==> config.mk <==
export PLATFORM = sky130hd
export DESIGN_NAME = mem_port_arbiter
export DESIGN_NICKNAME = d
export VERILOG_FILES = /design/src/rtl/mem_port_arbiter_pkg.sv /design/src/rtl/access_timer.sv /design/src/rtl/mem_port_arbiter.sv
export SDC_FILE = /design/constraint.sdc
export NUM_CORES = 1
export LEC_CHECK = 0
export ABC_AREA = 0
export CORE_UTILIZATION = 45
export DETAILED_ROUTE_END_ITERATION = 10
export PLACE_DENSITY = 0.92
export SLEW_MARGIN = 25
export SYNTH_ARGS = -nofsm -noshare
export SYNTH_HDL_FRONTEND = slang
export SYNTH_HIERARCHICAL = 1
export SYNTH_SLANG_ARGS = --single-unit
==> constraint.sdc <==
create_clock -name clk -period 7.7 [get_ports clk]
set_input_delay 0.77 -clock clk [delete_from_list [all_inputs] [get_ports clk]]
set_output_delay 0.77 -clock clk [all_outputs]
set_load 0.005 [all_outputs]
==> src/rtl/mem_port_arbiter_pkg.sv <==
// Shared definitions for the unified-memory port arbiter of the two-stage core.
// The NOP constant is also used by decode to fill bubbles.
package mem_port_arbiter_pkg;

    typedef enum logic [1:0] {
        IDLE    = 2'd0,
        IF_BUSY = 2'd1,
        D_BUSY  = 2'd2,
        IF_DROP = 2'd3
    } arb_state_t;

    localparam logic [31:0] NOP_INSTR = 32'h0000_0013;
    localparam int          TIMER_W   = 8;

endpackage

==> src/rtl/access_timer.sv <==
// Busy-cycle counter for one memory access; tc marks the cycle in which the
// TIMEOUT-th consecutive not-ready busy cycle is being spent.
module access_timer
    import mem_port_arbiter_pkg::*;
#(
    parameter int TIMEOUT = 64
) (
    input  logic clk,
    input  logic rst,
    input  logic clr,
    input  logic en,
    output logic tc
);

    logic [TIMER_W-1:0] count;

    always_ff @(posedge clk or posedge rst) begin
        if (rst)
            count <= '0;
        else if (clr)
            count <= '0;
        else if (en)
            count <= count + 1'b1;
    end

    assign tc = en && (count == TIMER_W'(TIMEOUT - 1));

endmodule

==> src/rtl/mem_port_arbiter.sv <==
// Arbitrates the fetch and load/store requesters onto one single-ported memory,
// with flush handling, a data-burst starvation guard and an access timeout.
module mem_port_arbiter
    import mem_port_arbiter_pkg::*;
#(
    parameter int TIMEOUT     = 64,
    parameter int MAX_D_BURST = 4
) (
    input  logic        clk,
    input  logic        rst,
    input  logic        if_req,
    input  logic [31:0] if_addr,
    output logic        if_done,
    output logic [31:0] if_rdata,
    input  logic        flush,
    input  logic        d_req,
    input  logic        d_we,
    input  logic [31:0] d_addr,
    input  logic [31:0] d_wdata,
    input  logic [3:0]  d_wstrb,
    output logic        d_done,
    output logic [31:0] d_rdata,
    output logic        mem_req,
    output logic        mem_we,
    output logic [31:0] mem_addr,
    output logic [31:0] mem_wdata,
    output logic [3:0]  mem_wstrb,
    input  logic        mem_ready,
    input  logic [31:0] mem_rdata,
    output logic        stall,
    output logic        err
);

    arb_state_t state, state_nx;
    logic [3:0] burst_cnt, burst_nx;
    logic       d_grant, f_grant, starve;
    logic       busy, tmo, tmr_clr;

    assign busy    = (state != IDLE);
    assign tmr_clr = (state_nx != state);

    access_timer #(.TIMEOUT(TIMEOUT)) u_timer (
        .clk (clk),
        .rst (rst),
        .clr (tmr_clr),
        .en  (busy && !mem_ready),
        .tc  (tmo)
    );

    always_ff @(posedge clk or posedge rst) begin
        if (rst) begin
            state     <= IDLE;
            burst_cnt <= '0;
        end else begin
            state     <= state_nx;
            burst_cnt <= burst_nx;
        end
    end

    // The cycle a done pulse is visible the requester still holds its request,
    // so arbitration waits one cycle to avoid re-granting the finished access.
    always_comb begin
        state_nx = state;
        burst_nx = burst_cnt;
        d_grant  = 1'b0;
        f_grant  = 1'b0;
        starve   = (burst_cnt == 4'(MAX_D_BURST)) && if_req && !flush;
        case (state)
            IDLE: begin
                if (!if_req)
                    burst_nx = '0;
                if (!(if_done || d_done)) begin
                    if (d_req && !starve) begin
                        d_grant  = 1'b1;
                        state_nx = D_BUSY;
                        if (if_req && burst_cnt != 4'(MAX_D_BURST))
                            burst_nx = burst_cnt + 4'd1;
                    end else if (if_req && !flush) begin
                        f_grant  = 1'b1;
                        state_nx = IF_BUSY;
                        burst_nx = '0;
                    end
                end
            end
            IF_BUSY: begin
                if (mem_ready || tmo)
                    state_nx = IDLE;
                else if (flush)
                    state_nx = IF_DROP;
            end
            default: begin
                if (mem_ready || tmo)
                    state_nx = IDLE;
            end
        endcase
    end

    always_ff @(posedge clk or posedge rst) begin
        if (rst) begin
            mem_req   <= 1'b0;
            mem_we    <= 1'b0;
            mem_addr  <= '0;
            mem_wdata <= '0;
            mem_wstrb <= '0;
            if_done   <= 1'b0;
            d_done    <= 1'b0;
            err       <= 1'b0;
            if_rdata  <= NOP_INSTR;
            d_rdata   <= '0;
        end else begin
            if_done <= 1'b0;
            d_done  <= 1'b0;
            err     <= 1'b0;
            if (d_grant) begin
                mem_req   <= 1'b1;
                mem_we    <= d_we;
                mem_addr  <= d_addr;
                mem_wdata <= d_wdata;
                mem_wstrb <= d_wstrb;
            end else if (f_grant) begin
                mem_req   <= 1'b1;
                mem_we    <= 1'b0;
                mem_addr  <= if_addr;
                mem_wstrb <= '0;
            end else if (busy && (mem_ready || tmo)) begin
                mem_req <= 1'b0;
            end
            case (state)
                IF_BUSY: begin
                    // A flush arriving with the completion still discards the fetch.
                    if (mem_ready) begin
                        if (!flush) begin
                            if_done  <= 1'b1;
                            if_rdata <= mem_rdata;
                        end
                    end else if (tmo) begin
                        err <= 1'b1;
                        if (!flush) begin
                            if_done  <= 1'b1;
                            if_rdata <= NOP_INSTR;
                        end
                    end
                end
                D_BUSY: begin
                    if (mem_ready) begin
                        d_done <= 1'b1;
                        if (!mem_we)
                            d_rdata <= mem_rdata;
                    end else if (tmo) begin
                        err     <= 1'b1;
                        d_done  <= 1'b1;
                        d_rdata <= '0;
                    end
                end
                IF_DROP: begin
                    if (tmo)
                        err <= 1'b1;
                end
                default: ;
            endcase
        end
    end

    assign stall = (d_req & ~d_done) | (if_req & ~flush & ~if_done);

endmodule
Word level (Yosys, flattened, before mapping)
Cells that the tools add are included.

$add $sub $neg: 2. Bitwise gates (word level): 7. Reductions and logical operators: 22. Equality and inequality tests: 10. Muxes and demuxes: 46.

Operators by type and width (count): 2-to-1 mux 32 bit (9); 2-to-1 mux 4 bit (7); 2-to-1 mux 1 bit (20); 2-to-1 mux 8 bit (2); 2-to-1 mux 2 bit (6); adder 8 x 1 -> 8 bit (second input constant) (1); equality test 8 x 6 -> 1 bit (second input constant) (1); logical AND 1 bit (8); nonzero test 2 bit (4); != test 2 bit (second input constant) (3); adder 4 x 1 -> 4 bit (second input constant) (1); equality test 2 bit (second input constant) (2); equality test 4 x 3 -> 1 bit (second input constant) (1); != test 4 x 3 -> 1 bit (second input constant) (1); one-hot mux 2 bit (2 select lines) (1); AND reduction 4 bit (1); bitwise AND 1 bit (3); zero test 1 bit (3); NOT 1 bit (3); AND reduction 3 bit (1); nonzero test 3 bit (1); equality test 2 x 1 -> 1 bit (second input constant) (1); zero test 2 bit (1); logical OR 1 bit (2); other kinds (4) (4).

Register bits after elaboration: 151. Input port bits: 139. Logic and storage cells: 100.

Depth between registers and ports, before layout
Word-level depth: 10. Depth in mapped cells: 15.

Hierarchy
Netlist, hierarchy kept.

By module, submodules not included: mem_port_arbiter (cells each 552, area each 5868.1 µm², seq. area each 3582.2 µm², instances 1); access_timer (cells each 39, area each 401.6 µm², seq. area each 200.2 µm², instances 1).

Worst setup path after synthesis
OpenSTA, ideal clock, no wires.

Path type: input -> register. Start point: input port mem_ready. End point: register u_timer.count[7]. Required time: 7623 ps. Buffers on the path: 5. Cell stages on the path: 15. Slack: 4196 ps. Data arrival time: 3426 ps. Path through: buf_2 -> clkbuf_1 -> nor2_1 -> buf_2 -> nand4_1 -> nor4_1 -> or2_2 -> clkbuf_1 -> a21oi_1 -> a211o_1 -> nand4_1 -> clkbuf_4 -> o211ai_4 -> or4_1 -> a21oi_1.

Cells in the longest elaborated chain, start to end: 8. Elaborated cells on any way between the ends: 10. Those cells by class: eq/ne: 1; mux: 4; reduce/logical: 5.

Ends and longest elaborated chain: start, declared (RTL line mem_port_arbiter.sv:28) `input logic mem_ready,`; zero test 1 bit (*) (RTL line mem_port_arbiter.sv:46) `.en (busy && !mem_ready),`; logical AND 1 bit (*) (RTL line mem_port_arbiter.sv:46); logical AND 1 bit (*) (RTL line access_timer.sv:26) `assign tc = en && (count == TIMER_W'(TIMEOUT - 1));`; via tmo (RTL line mem_port_arbiter.sv:37) `logic busy, tmo, tmr_clr;`; logical OR 1 bit (*) (RTL line mem_port_arbiter.sv:86, mem_port_arbiter.sv:92); 2-to-1 mux 2 bit (on tied branches) (RTL line mem_port_arbiter.sv:92, mem_port_arbiter.sv:86); one-hot mux 2 bit (2 select lines) (*) (RTL line mem_port_arbiter.sv:68) `case (state)`; != test 2 bit (*) (RTL line mem_port_arbiter.sv:40) `assign tmr_clr = (state_nx != state);`; via tmr_clr (RTL line mem_port_arbiter.sv:37); 2-to-1 mux 8 bit / nonzero test 2 bit (equally long branches); end signal, assigned (RTL line access_timer.sv:23) `count <= count + 1'b1;`; end, declared (RTL line access_timer.sv:15) `logic [TIMER_W-1:0] count;`.

The timed path passes the listed nets; every way through them passes the cells marked *. A chain may end at the register's enable or synchronous reset.

Final worst setup path
Ends and elaborated chain as after synthesis.

==> reports/qor.yml <==
cts:
  cts_tree: "yes"
  root_buffer: "clkbuf_16"
  cts_buffer_depth: 2
  htreeDepth: 4
  clkSinkCount: 151
  post_cts_resize_count: 0
  worstSkewPairLatency_ps: 420
  ctsHoldBuffers: 0
  postCtsSetupBuffers: 0
  cts-buffers-inserted: 17
  path_clk_slew_ps: 60
power_and_ir_drop:
  p_comb_frac: 0.403
  ir_drop_uv: 302
  power.density_nw_per_um2: 377
  p_clk_frac: 0.232
  internal-power_mw: 2.49
  p_leak_nw: 4.14
  finalPower_mw: 3.66
  p_sw_mw: 1.18
  swShare: 0.321
  sequentialPowerShare: 0.365
finish:
  nNetsFinal: 999
  final_cells: 1042
  areaGrowthSynthToFinish_pct: 55.0
  finish.utilization: 0.725
  drive_above_1_share: 0.0935
  final_cell_mix: "clkdlybuf4s50_1, dfrtp_1, nand2_1, o21ai_0, o22ai_1"
  antennaDiodeCount: 0
  n_fill_cell: 913
  final_common_cell: "clkdlybuf4s50_1"
logic_synthesis:
  postSynthAreaPerCell_um2: 10.6
  synth_seq_cells: 151
  synthFlopType: "dfrtp_1"
  ys_seq_area_frac: 0.603
  synth_edf_count: 0
  synth.yosys.warnings: 6
  async_flop_share: 1.00
  synth_cells: 591
  ys_types: 50
  syn_nets: 737
  syn_area_um2: 6270
drt:
  avgRoutedWirePerCell_um: 17.8
  vias: 5458
  drc: 0
  first_pass_iters: 4
  wl_met1_um: 7030
  wl_met2_um: 9470
  viasPerCell: 5.24
  dr_wl_met3_um: 1130
  ant_nets: 0
  drt_wl_total_um: 18500
  routed.top_layer: "met4"
  drt-initial-drc-count: 428
setup_path:
  critPathCaptureType: "flop"
  cp_cell_sequence: "clkdlybuf4s50_1 > buf_4 > nor2_1 > nand4_1 > nor4_1 > or2_2 > a21oi_1 > a211o_1 > nand4_1 > o211ai_4 > or4_1 > a21oi_1"
  cp.arrival_ps: 4240
  critPathRequiredTime_ps: 8030
  critical_path.top_delay_family: "simple AND/OR/NAND/NOR gates"
  slowest_delay_ps: 490
  path_class: "input port to flop"
  crit_path_start_kind: "input port"
  path_buf_inv: 2
  crit_fanout: 36
  crit_path_top_delay_cell: "or4_1"
timing:
  finClkSkew_ps: 9.71
  slew_viol_final: 0
  period_needed_ps: 3910
  slew_headroom: 0.440
  tns_ps: 0
  period_share: 0.508
  setup_viol: 0
  timing.fmax_ghz: 0.256
  hold_viol_final: 0
  setup_ws_ps: 3790
  rsz0062_at_grt: "false"
  worst_slew_pin_slew_ps: 840
hold_path:
  hp-class: "flop to flop"
grt:
  grt_max_degree: 81
  grt_pass1_wl_um: 28700
  grt_pass1_vias: 5427
  grt.overflow.total: 0
  grt_usage: 0.261
  antenna_found_initial: 0
status:
  status: "completed"
flow_run:
  max-cap-violations: 0
floorplan:
  fp.dieArea_um2: 14400
  ios: 277
  core_region_area_um2: 13400
  start_util: 0.468
  die_h_um: 120
  rows: 42
  die_x_um: 120
place:
  gp_congestion: 0.848
  dp_hpwl_um: 13400
  place.port_buffers: 276
  post-place-ws_ps: 3430
  dp.cells: 1010
Yosys cell counts, types with 2 or more instances:
cell type  number  share of area
nand4_1         3         0.0030
a21oi_1        11         0.0088
o22ai_1        33          0.033
nand2b_1        4         0.0040
dfrtp_1       148           0.59
or2_2           2         0.0020
a211o_1         2         0.0028
a21o_1          3         0.0036
nand3b_1        2         0.0024
or3_1           2         0.0020
o211ai_1        4         0.0048
o21ai_0       100          0.080
nor2_1         11         0.0066
mux2_2         32          0.057
a22o_1          5         0.0070
clkbuf_1       11         0.0066
dfstp_2         3          0.013
nand3_1         3         0.0024
ha_1            7          0.014
buf_6           3         0.0054
buf_2          19          0.015
buf_4           4         0.0048
inv_1          13         0.0078
o31ai_1         2         0.0024
nor3_1          2         0.0016
xor2_1          3         0.0042
o21ai_1         3         0.0024
nand2_1       134          0.080
path summary, 6_finish.rpt:
| path | slack (ps) | from | cells past startpoint | end |
|---|---|---|---|---|
| worst min-delay path | 480 | if_rdata[0] | 2 | if_rdata[0] |
| worst min register to register | 480 | if_rdata[0] | 2 | if_rdata[0] |
| worst max-delay path | 3790 | mem_ready | 12 | u_timer/count[7] |
| min in group asynchronous | 720 | rst | 2 | u_timer/count[4] |
| max in group asynchronous | 5800 | rst | 3 | mem_wstrb[3] |
| worst max register to register | 3950 | state[0] | 12 | u_timer/count[7] |
state kept, by name, indices dropped and copies added (netlist names), 2 cells and up:
register and flops:
u_timer/count 8, d_rdata 32, state 2, burst_cnt 4
mem_addr 32, mem_wdata 32, if_rdata 32, mem_wstrb 4
worst reg2reg max path: stages (launching register included):
cell      delay, ps
dfrtp_1         490
inv_1           110
ha_1            310
nor2_1          450
nand4_1         280
nor4_1          320
or2_2           250
a21oi_1          80
a211o_1         270
nand4_1         320
o211ai_4        140
or4_1           490
a21oi_1         150
power groups by stage:
stage / sequential, mW / combinational, mW / clock, mW
6_report: 1.33 / 1.48 / 0.850
4_1_cts: 1.33 / 1.49 / 0.865
2_1_floorplan: 1.35 / 0.570 / 0
3_3_place_gp: 1.32 / 1.42 / 0
5_1_grt: 1.37 / 1.59 / 0.903
3_5_place_dp: 1.34 / 1.48 / 0
stage by stage:
step,instance area (µm²),hold WS [ps]
after CTS,9710,479
after floorplan,6270,467
after detailed placement,9100,469
after global routing,9720,501
after global placement,9100,460
final,9720,477
kinds of logic after synthesis:
logic type,share of synthesized area
AO/OA/AOI/OAI,0.159
buffers and inverters,0.0417
XOR/XNOR,0.00559
flip-flops,0.603
adder cells (fa/ha/maj),0.0140
multiplexers,0.0591
AND/OR/NAND/NOR,0.118
cell type report:
cell class / count / area [µm²] / share of cell area
clock buffer: 17 / 425 / 0.0438
clock inverter: 15 / 184 / 0.0189
inverter: 13 / 53.8 / 0.00554
multi-input combinational: 388 / 2240 / 0.231
sequential: 151 / 3780 / 0.389
tap: 176 / 220 / 0.0227
timing repair buffer: 282 / 2810 / 0.289
per-layer routing:
metal / vias to the layer above / global-route usage
met5: - / 0
met4: 0 / 0.145
met2: 207 / 0.446
met1: 2615 / 0.295
met3: 56 / 0.0708
li1: 2580 / -
Note: power is estimated with default switching activity, not from simulation.
